### config.mk
export PLATFORM = sky130hd
export DESIGN_NAME = audio_dac_multibit
export DESIGN_NICKNAME = d
export VERILOG_FILES = /design/src/rtl/audio_dac_multibit.sv
export SDC_FILE = /design/constraint.sdc
export NUM_CORES = 1
export LEC_CHECK = 0
export CAP_MARGIN = 20
export CORE_AREA = 2 2 111 113
export DETAILED_ROUTE_END_ITERATION = 8
export DIE_AREA = 0 0 113 115
export GPL_ROUTABILITY_DRIVEN = 0
export SLEW_MARGIN = 0
export SYNTH_ARGS = -nofsm -noshare
export SYNTH_HDL_FRONTEND = slang
export SYNTH_SLANG_ARGS = --single-unit
export TNS_END_PERCENT = 20
### constraint.sdc
create_clock -name clk_audio -period 2.35 [get_ports clk_audio]
set_clock_uncertainty 0.05 [all_clocks]
set_input_delay 0.3525 -clock clk_audio [delete_from_list [all_inputs] [get_ports clk_audio]]
set_output_delay 0.3525 -clock clk_audio [all_outputs]
set_load 0.01 [all_outputs]
### src/rtl/audio_dac_multibit.sv
// Multi-channel first-order delta-sigma DAC: PCM handshake, gain shift, C_out_width-bit noise shaping.
// Optional AUDIO_DAC_DITHER_EN adds 16-bit LFSR dither ahead of the quantiser.
module audio_dac_multibit #(
  parameter int unsigned C_channels   = 2,
  parameter int unsigned C_in_width   = 16,
  parameter int unsigned C_out_width  = 4,
  parameter int unsigned C_gain_shift = 0,
  parameter int unsigned C_div        = 256
) (
  input  logic                                clk_audio,
  input  logic                                reset,
  input  logic [C_channels*C_in_width-1:0]    in_data,
  input  logic                                in_valid,
  output logic                                in_ready,
  output logic                                sample_tick,
  output logic                                underrun,
  input  logic                                clear_underrun,
  output logic [C_channels*C_out_width-1:0]   dac_out
);

  localparam int unsigned W    = C_in_width;
  localparam int unsigned Cw   = C_out_width;
  localparam int unsigned F    = W - Cw;
  localparam int unsigned GW   = W + 4;
  localparam int unsigned CntW = $clog2(C_div);

  localparam logic [CntW-1:0]      CntLast = CntW'(C_div - 1);
  localparam logic [Cw-1:0]        Mid     = Cw'(1) << (Cw - 1);
  localparam logic signed [GW-1:0] SatMax  = {{(GW - W + 1){1'b0}}, {(W - 1){1'b1}}};
  localparam logic signed [GW-1:0] SatMin  = {{(GW - W + 1){1'b1}}, {(W - 1){1'b0}}};

  logic [CntW-1:0]               cnt_q, cnt_d;
  logic                          tick, xfer;
  logic                          in_ready_q, in_ready_d;
  logic                          pend_full_q, pend_full_d;
  logic                          sample_tick_q, sample_tick_d;
  logic                          underrun_q, underrun_d;
  logic [C_channels*W-1:0]       pend_q, pend_d;
  logic [C_channels*W-1:0]       active_q, active_d;
  logic [C_channels-1:0][F-1:0]  err_q, err_d;
  logic [C_channels*Cw-1:0]      dac_q, dac_d;
  logic [F-1:0]                  dith;

  logic [C_channels-1:0][GW-1:0] shifted;
  logic [C_channels-1:0][W-1:0]  g_w, u;
  logic [C_channels-1:0][W:0]    sum;
  logic [C_channels-1:0][Cw:0]   q_raw;

`ifdef AUDIO_DAC_DITHER_EN
  localparam int unsigned   DitW    = (F > 2) ? (((F - 2) > 16) ? 16 : (F - 2)) : 0;
  localparam logic [15:0]   DitMask = 16'((32'd1 << DitW) - 32'd1);

  logic [15:0] lfsr_q, lfsr_d;

  always_comb begin
    lfsr_d = {lfsr_q[14:0], lfsr_q[15] ^ lfsr_q[13] ^ lfsr_q[12] ^ lfsr_q[10]};
    dith   = F'(lfsr_q & DitMask);
  end

  always_ff @(posedge clk_audio) begin
    if (reset) lfsr_q <= 16'hACE1;
    else       lfsr_q <= lfsr_d;
  end
`else
  always_comb dith = '0;
`endif

  always_comb begin
    tick          = (cnt_q == CntLast);
    xfer          = in_valid & in_ready_q;
    cnt_d         = tick ? '0 : cnt_q + CntW'(1);
    sample_tick_d = tick;
    pend_d        = xfer ? in_data : pend_q;
    // A tick always drains the buffer; a same-cycle transfer refills it.
    pend_full_d   = tick ? xfer : (pend_full_q | xfer);
    active_d      = (tick & pend_full_q) ? pend_q : active_q;
    in_ready_d    = ~pend_full_d;
    underrun_d    = underrun_q;
    if (tick & ~pend_full_q) underrun_d = 1'b1;
    if (clear_underrun)      underrun_d = 1'b0;
  end

  always_comb begin
    shifted = '0;
    g_w     = '0;
    u       = '0;
    sum     = '0;
    q_raw   = '0;
    dac_d   = '0;
    err_d   = '0;
    for (int unsigned k = 0; k < C_channels; k++) begin
      shifted[k] = $signed({{(GW - W){active_q[k*W + W - 1]}}, active_q[k*W +: W]}) <<< C_gain_shift;
      if ($signed(shifted[k]) > SatMax)      g_w[k] = SatMax[W-1:0];
      else if ($signed(shifted[k]) < SatMin) g_w[k] = SatMin[W-1:0];
      else                                   g_w[k] = shifted[k][W-1:0];
      // Two's complement to offset binary is an MSB flip.
      u[k]     = {~g_w[k][W-1], g_w[k][W-2:0]};
      sum[k]   = {1'b0, u[k]} + {{(W + 1 - F){1'b0}}, err_q[k]} + {{(W + 1 - F){1'b0}}, dith};
      q_raw[k] = sum[k][W:F];
      if (q_raw[k][Cw]) begin
        dac_d[k*Cw +: Cw] = '1;
        err_d[k]          = '1;
      end else begin
        dac_d[k*Cw +: Cw] = q_raw[k][Cw-1:0];
        err_d[k]          = sum[k][F-1:0] - dith;
      end
    end
  end

  always_ff @(posedge clk_audio) begin
    if (reset) begin
      cnt_q         <= '0;
      in_ready_q    <= 1'b0;
      pend_full_q   <= 1'b0;
      sample_tick_q <= 1'b0;
      underrun_q    <= 1'b0;
      pend_q        <= '0;
      active_q      <= '0;
      err_q         <= '0;
      dac_q         <= {C_channels{Mid}};
    end else begin
      cnt_q         <= cnt_d;
      in_ready_q    <= in_ready_d;
      pend_full_q   <= pend_full_d;
      sample_tick_q <= sample_tick_d;
      underrun_q    <= underrun_d;
      pend_q        <= pend_d;
      active_q      <= active_d;
      err_q         <= err_d;
      dac_q         <= dac_d;
    end
  end

  assign in_ready    = in_ready_q;
  assign sample_tick = sample_tick_q;
  assign underrun    = underrun_q;
  assign dac_out     = dac_q;

endmodule

# Yosys cells after proc, flatten, opt, wreduce, memory -nomap -nowiden
# Cells that the tools add are included.
word_totals:
  reg_bits: 108
  word_cells: 41
op_classes:
  addsub: 3
  magnitude_cmp: 4
  n_eq_ne: 1
  n_mux: 9
  bitwise_logic: 8
  reduce_logical: 4
ops:
  columns: ["op", "n"]
  rows:
  - ["2-to-1 mux 16 bit", 4]
  - ["adder 16 x 12 -> 17 bit", 2]
  - ["greater-than comparator 16 bit (second input constant)", 2]
  - ["< comparator 16 bit (second input constant)", 2]
  - ["2-to-1 mux 12 bit", 2]
  - ["adder 8 x 1 -> 8 bit (second input constant)", 1]
  - ["equality test 8 bit (second input constant)", 1]
  - ["OR reduction 2 bit", 4]
  - ["2-to-1 mux 3 bit", 2]
  - ["NOT 1 bit", 4]
  - ["AND 1 bit", 3]
  - ["2-to-1 mux 1 bit", 1]
  - ["bitwise OR 1 bit", 1]

# Logic depth before layout (Yosys ltp)
depth:
  word_depth: 6
  depth_mapped: 11

# Least setup slack after synthesis
# OpenSTA, ideal clock, no wires.
synth_timing:
  path_type: "register to register"
  startpoint: "register active_q[0]"
  endpoint: "register err_q[10] in the netlist's numbering"
  t_arrival_ns: 2.359
  path_slack_ns: -0.129
  path_stages_with_launch: 12
  period_less_slack_ns: 2.479
  path_cell_list: "dfxtp_1 -> clkbuf_1 -> ha_1 -> inv_1 -> fa_1 -> and2b_1 -> o31ai_2 -> a21oi_4 -> a31oi_4 -> or4_4 -> buf_6 -> a21oi_2"
synth_via:
  elab_chain_cells: 6
  elab_cells_between_ends: 7
  classes_between: "1 x add/sub; 2 x order compare; 3 x mux; 1 x bitwise"
synth_rtl:
  columns: ["item", "line", "text"]
  rows:
  - ["start: declaration", "39", "logic [C_channels*W-1:0] active_q, active_d;"]
  - ["start signal: assignment", "128", "active_q <= active_d;"]
  - ["< comparator 16 bit", "94", "else if ($signed(shifted[k]) < SatMin) g_w[k] = SatMin[W-1:0];"]
  - ["2-to-1 mux 16 bit", "94", null]
  - ["2-to-1 mux 16 bit *", "93", "if ($signed(shifted[k]) > SatMax) g_w[k] = SatMax[W-1:0];"]
  - ["NOT 1 bit", "97", "u[k] = {~g_w[k][W-1], g_w[k][W-2:0]};"]
  - ["adder 16 x 12 -> 17 bit *", "98", "sum[k] = {1'b0, u[k]} + {{(W + 1 - F){1'b0}}, err_q[k]} + {{(W + 1 - F){1'b0}}, dith};"]
  - ["2-to-1 mux 12 bit *", "100", "if (q_raw[k][Cw]) begin"]
  - ["end signal: assignment", "129", "err_q <= err_d;"]
  - ["end: declaration", "40", "logic [C_channels-1:0][F-1:0] err_q, err_d;"]
# Mark *: on every way between the ends. The rest lies on a longest branch, timed or not.
# A chain may end at the register's enable or synchronous reset.

# Worst setup path in the final report
# Same ends and word-level chain as after synthesis.

==> impl_metrics.ini <==
[route]
antenna_left = 0
drt_iter0_drc = 214
drc = 2
drt-pass1-iter-count = 6
vias = 4063
vias_per_cell = 5.13
wirelength_um = 10500
wl_per_cell_um = 13.3

[sta]
whs_ns = 0.405
rsz0062_at_grt = true
slew_headroom = 0.651
hold_viol = 0
slew_violations = 0
fmax_mhz = 427
fin_crit_sh = 0.996
fin_crit_ns = 2.34
finalSetupViolCount = 0
tightest_slew_ns = 0.524

[global_routing]
antenna_found_initial = 0
grt_pass1_vias = 3904
grtUsageTotal = 0.171
overflow = 0
grt_pass1_wl_um = 17900
grt_max_degree = 50

[power_and_ir_drop]
p_leak_uw = 0.00219
power_uw = 3720
power_density_nw_per_um2 = 627
peakVddDrop_mv = 0.464

[setup_path]
cp-start-kind = flop
path_cells = ha_4 -> inv_2 -> fa_2 -> and2b_1 -> o31ai_4 -> a21oi_4 -> a31oi_4 -> or4_4 -> a21oi_2
crit_type = flop to flop
slowest_stage = or4_4
crit_arrival_ns = 2.58
crit_fanout = 6
critPathMaxStageDelay_ns = 0.53
required_ns = 2.59
critPathCaptureType = flop

[clock_network]
cts_hold_buf = 0
clock_path_buffers = 2
clock_tree.htree_level_count = 3
cts_buffers = 9
cts.sinks = 108
cts-root-buf = clkbuf_16
clk_latency_ns = 0.36
clk_pin_slew_ns = 0.07
cts_tree = yes

[cells_and_area]
seq_area_um2 = 2170
multi_input_area_um2 = 2540
fill_cells = 1161
diodes = 0
stdcell_area_um2 = 5940
area_growth_pct = 21.4
nets = 703
layout-drive-gt1-share = 0.121

[synthesis]
ys_warn_count = 0
ys_types = 49
ys_seq_area_frac = 0.442
synthXorXnorAreaFrac = 0.0412
synth_top_family_by_area = compound AO/OA/AOI/OAI gates
synth-async-reset-ratio = 0
synth.avg_cell_area_um2 = 8.05
synth_ff_type = dfxtp_1
synth_mux_area_frac = 0.00614
synthTopCellsByArea = dfxtp_1 (44%), nand2_1 (12%), a21oi_1 (10%), ha_1 (6.4%), clkbuf_1 (3.4%)
yosys.area_share.simple = 0.183
yosysTopAreaCell = dfxtp_1
synth_seq_cells = 108
synth_fa_ha_area_frac = 0.0721
syn_area_um2 = 4890
synth_common_cells = nand2_1 (150), dfxtp_1 (108), a21oi_1 (101)
synth-edff-count = 0
synth_compound_area_frac = 0.199
synth.most_common_cell = nand2_1
syn_nets = 671
synth_top_cell_area_share = 0.442
netlist_instances = 608

[floorplan]
fp.dieW_um = 113
ios = 47
initial_utilization = 0.414
die_h_um = 115
core_um2 = 11800
die_area_um2 = 13000
core.rowCount = 40

[run_status]
failed_checks = design-rule violations
status = finished, violations left

[worst_hold_path]
worstHoldPathType = flop to flop

[place]
dp.final_hpwl_um = 7010
portBuffers = 46
detailed_place.area_um2 = 5490

[job]
drv_cap = 0
cell families (layout without fill, tap and decap cells):
family                   after synthesis  after routing
AND/OR/NAND/NOR                      218            219
AO/OA/AOI/OAI                        162            162
flip-flops                           108            108
XOR/XNOR                              23             23
multiplexers                           3              3
adder cells (fa/ha/maj)               27             27
buffers and inverters                 67            103
where the power goes:
| part | switching [uW] | total [uW] | internal, uW |
|---|---|---|---|
| logic | 102 | 196 | 93.8 |
| clock network | 701 | 1640 | 941 |
| registers | 19.9 | 1890 | 1870 |
layer usage:
layer | vias to the layer above | routed length, um | GRT usage
li1 | 2097 | - | -
met5 | - | 0 | 0
met2 | 53 | 5030 | 0.290
met3 | 12 | 341 | 0.0511
met4 | 0 | 155 | 0.0618
met1 | 1901 | 4990 | 0.206
final cells by class:
| class | instances | area share |
|---|---|---|
| Sequential cell | 108 | 0.365 |
| Multi-Input combinational cell | 434 | 0.428 |
| Timing Repair Buffer | 72 | 0.113 |
| Clock inverter | 7 | 0.0166 |
| Inverter | 15 | 0.00948 |
| Clock buffer | 9 | 0.0379 |
| Tap cell | 147 | 0.0310 |
layout by cell type, fill, tap and decap left out, types with 3 or more instances in the layout:
master           netlist  layout
a211oi_1               5       4
a21o_1                 5       5
a21oi_1              101      97
a21oi_2               10      14
a31oi_1                7       7
buf_4                  1      25
clkbuf_16              0       9
clkdlybuf4s50_1        0      45
dfxtp_1              108     105
dfxtp_2                0       3
ha_1                  25      23
inv_1                 15      14
mux2i_1                3       3
nand2_1              150     150
nand2b_1               5       5
nand3_1               10       9
nand4_1                3       3
nor2_1                34      33
nor3_1                 5       5
o211ai_1               3       3
o21ai_0               14      13
or4_4                  1       3
xnor2_1                8       8
xor2_1                15      15
state kept, by name, summed over array words and instances (netlist names):
register and count:
active_q 32, cnt_q 8, dac_out 8, err_q 24
in_ready 1, pend_full_q 1, pend_q 32, sample_tick 1
underrun 1
worst max-delay path: cells and delay by family, from the launching register on:
kind / cells / cell delay (ns)
buf+inv: 1 / 0.04
flops: 1 / 0.36
fa+ha+maj: 2 / 0.49
simple gates: 2 / 0.78
compound gates: 4 / 0.56
final timing paths:
| kind | startpoint | to | slack [ns] | cells after the start |
|---|---|---|---|---|
| worst max register to register | active_q[0]$_SDFFE_PP0P_ | err_q[10]$_SDFF_PP0_ | 0.008 | 9 |
| worst min-delay path | pend_q[8]$_SDFFE_PP0P_ | active_q[8]$_SDFFE_PP0P_ | 0.40 | 2 |
| worst min register to register | pend_q[8]$_SDFFE_PP0P_ | active_q[8]$_SDFFE_PP0P_ | 0.40 | 2 |
| worst max-delay path | active_q[0]$_SDFFE_PP0P_ | err_q[10]$_SDFF_PP0_ | 0.008 | 9 |
stage by stage:
step                      cells   util  setup WS, ns  TNS, ns
final                       792  0.503       0.00842        0
after global routing        792  0.503       -0.0544   -0.478
after CTS                   788  0.497       0.00372        0
after detailed placement    770  0.465       -0.0162  -0.0202
after global placement      770  0.465        0.0143        0
after floorplan             608      -       -0.0453   -0.450
what timing repair did:
action / in CTS / in global routing
resized for setup: 8 / 12
gates cloned: 1 / 0
pin swaps: 5 / 15
buffers inserted: 1 / 4
setup endpoints to repair: 3 / 31
Power figures use the tool's default switching activity.
